[config.mk]
export PLATFORM = sky130hd
export DESIGN_NAME = apb_slave_regfile
export DESIGN_NICKNAME = d
export VERILOG_FILES = /design/src/rtl/apb_pkg.sv /design/src/rtl/apb_slv_regbank.sv /design/src/rtl/apb_slave_regfile.sv
export SDC_FILE = /design/constraint.sdc
export NUM_CORES = 1
export LEC_CHECK = 0
export ABC_AREA = 1
export BUFFER_PORTS_ARGS = -buffer_cell sky130_fd_sc_hd__buf_2
export CAP_MARGIN = 20
export CORE_MARGIN = 2
export CORE_UTILIZATION = 30
export CTS_CLUSTER_SIZE = 28
export DETAILED_ROUTE_END_ITERATION = 6
export PLACE_DENSITY_LB_ADDON = 0.3
export SKIP_CTS_REPAIR_TIMING = 1
export SYNTH_ARGS = -nofsm -noshare
export SYNTH_HDL_FRONTEND = slang
export SYNTH_SLANG_ARGS = --single-unit
[constraint.sdc]
create_clock -name clk -period 4.7 [get_ports clk]
set_input_delay 0 -clock clk [delete_from_list [all_inputs] [get_ports clk]]
set_output_delay 0 -clock clk [all_outputs]
set_load 0.02 [all_outputs]
[src/rtl/apb_pkg.sv]
// Shared definitions for the APB register-file completer: FSM state encoding and wait counter width.
package apb_pkg;

  typedef enum logic [2:0] {
    ST_IDLE   = 3'b001,
    ST_SETUP  = 3'b010,
    ST_ACCESS = 3'b100
  } apb_state_e;

  localparam int WAIT_CNT_W = 4;

endpackage

[src/rtl/apb_slv_regbank.sv]
// Register bank for the APB completer: reset-cleared flop array, single write port,
// read mux on the same index, and a flattened view of every register.
module apb_slv_regbank #(
  parameter int DATA_WIDTH = 8,
  parameter int ADDR_WIDTH = 8,
  parameter int REG_NUM    = 16
) (
  input  logic                          clk,
  input  logic                          rstn,
  input  logic                          we_i,
  input  logic [ADDR_WIDTH-1:0]         addr_i,
  input  logic [DATA_WIDTH-1:0]         wdata_i,
  output logic [DATA_WIDTH-1:0]         rdata_o,
  output logic [REG_NUM*DATA_WIDTH-1:0] reg_flat_o
);

  logic [DATA_WIDTH-1:0] regs_q [REG_NUM];

  // NOTE: this bank is built from flops with a defined power-on value, so every entry is
  // cleared in reset; a RAM macro would instead be left unreset.
  always_ff @(posedge clk or negedge rstn) begin
    if (!rstn) begin
      for (int i = 0; i < REG_NUM; i++) regs_q[i] <= '0;
    end else if (we_i) begin
      for (int i = 0; i < REG_NUM; i++) begin
        if (addr_i == ADDR_WIDTH'(i)) regs_q[i] <= wdata_i;
      end
    end
  end

  // NOTE: every output of an always_comb gets a default first so no path can infer a latch.
  always_comb begin
    rdata_o = '0;
    for (int i = 0; i < REG_NUM; i++) begin
      if (addr_i == ADDR_WIDTH'(i)) rdata_o = regs_q[i];
    end
  end

  always_comb begin
    reg_flat_o = '0;
    for (int i = 0; i < REG_NUM; i++) reg_flat_o[i*DATA_WIDTH +: DATA_WIDTH] = regs_q[i];
  end

endmodule

[src/rtl/apb_slave_regfile.sv]
// APB3 completer serving a bank of REG_NUM registers with WAIT_CYCLES wait states.
// Optional feature macro: APB_SLV_PSLVERR_EN (pslverr on out-of-range accesses).
module apb_slave_regfile
  import apb_pkg::*;
#(
  parameter int DATA_WIDTH  = 8,
  parameter int ADDR_WIDTH  = 8,
  parameter int REG_NUM     = 16,
  parameter int WAIT_CYCLES = 2
) (
  input  logic                          clk,
  input  logic                          rstn,
  input  logic                          psel,
  input  logic                          penable,
  input  logic                          pwrite,
  input  logic [ADDR_WIDTH-1:0]         paddr,
  input  logic [DATA_WIDTH-1:0]         pwdata,
  output logic [DATA_WIDTH-1:0]         prdata,
  output logic                          pready,
  output logic                          pslverr,
  output logic [REG_NUM*DATA_WIDTH-1:0] reg_flat,
  output logic                          wr_pulse,
  output logic [ADDR_WIDTH-1:0]         wr_idx
);

  apb_state_e            state_q;
  logic [WAIT_CNT_W-1:0] cnt_q;
  logic                  wr_pulse_q;
  logic [ADDR_WIDTH-1:0] wr_idx_q;

  logic                  active;
  logic                  done;
  logic                  in_range;
  logic                  commit_wr;
  logic [DATA_WIDTH-1:0] rd_data;

  // SETUP is entered on the edge that closes the bus setup phase, so SETUP and ACCESS both
  // cover access-phase cycles; the counter runs in both, giving WAIT_CYCLES+2 bus cycles.
  assign active    = (state_q == ST_SETUP) || (state_q == ST_ACCESS);
  assign done      = active && psel && penable && (cnt_q == '0);
  assign in_range  = {1'b0, paddr} < (ADDR_WIDTH + 1)'(REG_NUM);
  assign commit_wr = done && pwrite && in_range;

  // NOTE: sequential state uses non-blocking assignments so every flop samples pre-edge values.
  always_ff @(posedge clk or negedge rstn) begin
    if (!rstn) begin
      state_q    <= ST_IDLE;
      cnt_q      <= '0;
      wr_pulse_q <= 1'b0;
      wr_idx_q   <= '0;
    end else begin
      wr_pulse_q <= commit_wr;
      if (commit_wr) wr_idx_q <= paddr;

      unique case (state_q)
        ST_IDLE: begin
          if (psel && !penable) begin
            state_q <= ST_SETUP;
            cnt_q   <= WAIT_CNT_W'(WAIT_CYCLES);
          end
        end
        ST_SETUP, ST_ACCESS: begin
          // A completed transfer or a master abort both release the bus; a following setup
          // phase is picked up from IDLE in the very next cycle.
          if (!psel || done) begin
            state_q <= ST_IDLE;
          end else begin
            state_q <= ST_ACCESS;
            if (cnt_q != '0) cnt_q <= cnt_q - 1'b1;
          end
        end
        default: state_q <= ST_IDLE;
      endcase
    end
  end

  apb_slv_regbank #(
    .DATA_WIDTH (DATA_WIDTH),
    .ADDR_WIDTH (ADDR_WIDTH),
    .REG_NUM    (REG_NUM)
  ) u_regbank (
    .clk        (clk),
    .rstn       (rstn),
    .we_i       (commit_wr),
    .addr_i     (paddr),
    .wdata_i    (pwdata),
    .rdata_o    (rd_data),
    .reg_flat_o (reg_flat)
  );

  assign pready   = done;
  assign prdata   = (done && !pwrite && in_range) ? rd_data : '0;
  assign wr_pulse = wr_pulse_q;
  assign wr_idx   = wr_idx_q;

`ifdef APB_SLV_PSLVERR_EN
  assign pslverr = done && !in_range;
`else
  assign pslverr = 1'b0;
`endif

endmodule

==> reports/results.tsv <==
stage	metric	value	unit
outcome	status	complete, no violations	
grt	antenna_found_initial	0	
power	p_leak	0.004414	uW
worst_setup_path	required	5.03	ns
finish	fillerInstances	2305	
power	power.internal	2129	uW
route	vias	6012	
timing	tns	0	ns
logic_synthesis	synthTopCellsByArea	dfrtp_1 53%, nand2_1 14%, o21ai_0 6.9%	
placement	portBuffers	166	
logic_synthesis	ys_warn_count	0	
finish	num_antenna_cells	0	
worst_setup_path	crit_path_end_kind	flop	
worst_setup_path	crit_chain	inv_1, ha_1, nand3_1, nor2_2, nand2_4, nor3_4, nand2_1, o21ai_0	
power	switching_share	0.2288	
worst_setup_path	path_max_fanout	16	
finish	drive_gt1_frac	0.2678	
placement	place_area	7759	um2
min_path	hold_path.class	primary input to flop	
logic_synthesis	yosysTopAreaCell	dfrtp_1	
timing	setup_violations	0	
worst_setup_path	crit_type	flop to flop	
logic_synthesis	syn_inst	802	
worst_setup_path	startpoint_type	flop	
grt	track_usage	0.1859	
grt	grt_max_degree	94	
clocking	insertion_delay	0.42	ns
timing	period_minus_slack	2.702	ns
timing	finalCritPeriodShare	0.5749	
floorplanning	dieArea	23560	um2
timing	rsz0062_at_grt	false	
logic_synthesis	yosysUniqueCellTypes	35	
clocking	cts_root_buffer	clkbuf_16	
power	p_per_area	326.7	nW/um2
route	dr.pass1.iters	7	
route	drtIter0Drc	456	
worst_setup_path	cp_slowest_stage_delay	0.71	ns
clocking	clk_pin_slew	0.06	ns
timing	slew_headroom	0.3875	
timing	slew_violations	0	
grt	grt_pass1_vias	5715	
finish	fin_area	8452	um2
power	p_comb_frac	0.039	
route	drc	0	
placement	gp_congestion	0.7994	
floorplanning	die_h	153.5	um
logic_synthesis	syn_avg_cell_area	8.361	um2
clocking	cts_tree	yes	
route	routed_wl	21.82	mm
timing	timing.hold.ws	0.03900	ns
finish	area_growth	26.05	%
clocking	cts_sinks	144	
logic_synthesis	synthesis.nets	824	
power	power.switching	631.9	uW
clocking	cts-buffers-inserted	17	
power	seqPwrFrac	0.452	
timing	skew	0.008475	ns
floorplanning	die_w	153.5	um
finish	layout.nets	991	
timing	tightest_slew	0.9157	ns
logic_synthesis	yosysMostFrequentCell	nand2_1	
grt	grt_pass1_wl	33.42	mm
job	cap_violations	0	
grt	grt.overflow.total	0	
clocking	cts-htree-levels	4	
worst_setup_path	arrival	3.03	ns
timing	fmax	0.3701	GHz
worst_setup_path	critical_path.slowest_cell	nor3_4	
logic_synthesis	yosys.area.top_type_share	0.5337	
power	vdd_ir_drop_max	0.1640	mV
logic_synthesis	synth_edf_count	0	
logic_synthesis	synthArstFlopShare	1.000	
logic_synthesis	yosysSeqAreaShare	0.5376	
floorplanning	pin_count	168	
route	via_per_inst	4.764	
floorplanning	initial_utilization	0.3063	
logic_synthesis	synth-main-ff-cell	dfrtp_1	
logic_synthesis	synth_seq_cells	144	
floorplanning	rows	54	
timing	hold_viol	0	
logic_synthesis	synthTopCellsByCount	245 x nand2_1, 143 x dfrtp_1, 92 x o21ai_0	
route	wire_per_inst	17.29	um
clocking	cts_buffer_depth	2	
logic_synthesis	syn_area	6705	um2
placement	hpwlAfterDp	15.73	mm
power	clockPowerShare	0.510	
floorplanning	core	21890	um2
route	drtAntennaViolNets	0	
## power by group through the flow
| stage | combinational [uW] | clock, uW | sequential [uW] |
|---|---|---|---|
| after floorplan | 44.5 | 0 | 1270 |
| final | 106 | 1410 | 1250 |
| after CTS | 105 | 1430 | 1250 |
| after global placement | 104 | 0 | 1270 |
| after global routing | 121 | 1480 | 1250 |
| after detailed placement | 105 | 0 | 1270 |
## cell usage in the layout, fill, tap and decap left out, types with 2 or more instances in the layout
cell	count
a21oi_1	15
buf_2	165
bufinv_16	3
clkbuf_16	17
clkbuf_8	2
clkinv_2	3
clkinvlp_4	5
dfrtp_1	143
dlygate4sd3_1	8
inv_1	63
inv_2	7
inv_6	2
nand2_1	245
nand2_2	11
nand2_4	5
nand3_1	28
nand4_1	18
nor2_1	58
nor2_2	6
nor2_4	9
nor3_1	6
nor3_4	2
o21ai_0	92
o21ai_1	26
o21ai_2	16
o22ai_1	2
or2_0	7
or2_2	5
## critical path: cells and delay by family, from the launching register on
kind | cells | cell delay (ns)
buf+inv | 1 | 0.10
flops | 1 | 0.36
fa+ha+maj | 1 | 0.20
simple gates | 5 | 1.62
compound gates | 1 | 0.34
## kinds of logic (layout without fill, tap and decap cells)
family / Yosys count / after routing / synth area share
xor+xnor: 2 / 2 / 0.002613
flops: 144 / 144 / 0.5376
compound gates: 153 / 153 / 0.1243
other cells: 1 / 1 / 0.0005593
simple gates: 403 / 403 / 0.2723
buf+inv: 98 / 278 / 0.06083
fa+ha+maj: 1 / 1 / 0.001866
## per-layer routing
layer  vias up  wire [um]  GRT usage
met1      2869      10260     0.2597
li1       2920          -          -
met4         0        236    0.04806
met2       202      10130     0.2957
met3        21       1197    0.03861
met5         -          0          0
## final cells by class
cell class	count	area, um2	area share
clock inverters	13	160.2	0.01895
clock buffers	19	452.9	0.05359
multi-input cells	560	2693	0.3186
well taps	280	350.3	0.04145
flip-flops and latches	144	3605	0.4265
inverters	71	266.5	0.03153
repair buffers	175	924.6	0.1094
## stage by stage
step / setup WS (ns) / utilization / total power [uW] / std cells
5_1_grt: 1.659 / 0.3861 / 2844 / 1262
2_1_floorplan: 2.771 / - / 1315 / 802
4_1_cts: 1.913 / 0.3824 / 2779 / 1254
3_5_place_dp: 1.928 / 0.3544 / 1374 / 1222
6_report: 1.998 / 0.3861 / 2761 / 1262
3_3_place_gp: 2.059 / 0.3544 / 1373 / 1222
## sequential cells by signal, indices dropped and copies added (netlist names)
signal and flops:
cnt_q 4, wr_idx 8, state_q 3, u_regbank.reg_flat_o 128, wr_pulse 1
## worst paths after layout
kind / start / to / slack, ns / depth (start not counted)
worst min-delay path: pwrite / wr_pulse$_DFF_PN0_ / 0.04 / 3
worst max register to register: cnt_q[0]$_DFFE_PN0P_ / u_regbank.reg_flat_o[45]$_DFFE_PN0P_ / 2.00 / 8
worst max-delay path: cnt_q[0]$_DFFE_PN0P_ / u_regbank.reg_flat_o[45]$_DFFE_PN0P_ / 2.00 / 8
worst min register to register: wr_idx[0]$_DFFE_PN0P_ / wr_idx[0]$_DFFE_PN0P_ / 0.49 / 2
max in group asynchronous: rstn / u_regbank.reg_flat_o[87]$_DFFE_PN0P_ / 3.26 / 3
min in group asynchronous: rstn / state_q[1]$_DFFE_PN0N_ / 0.23 / 2
Power figures use the tool's default switching activity.
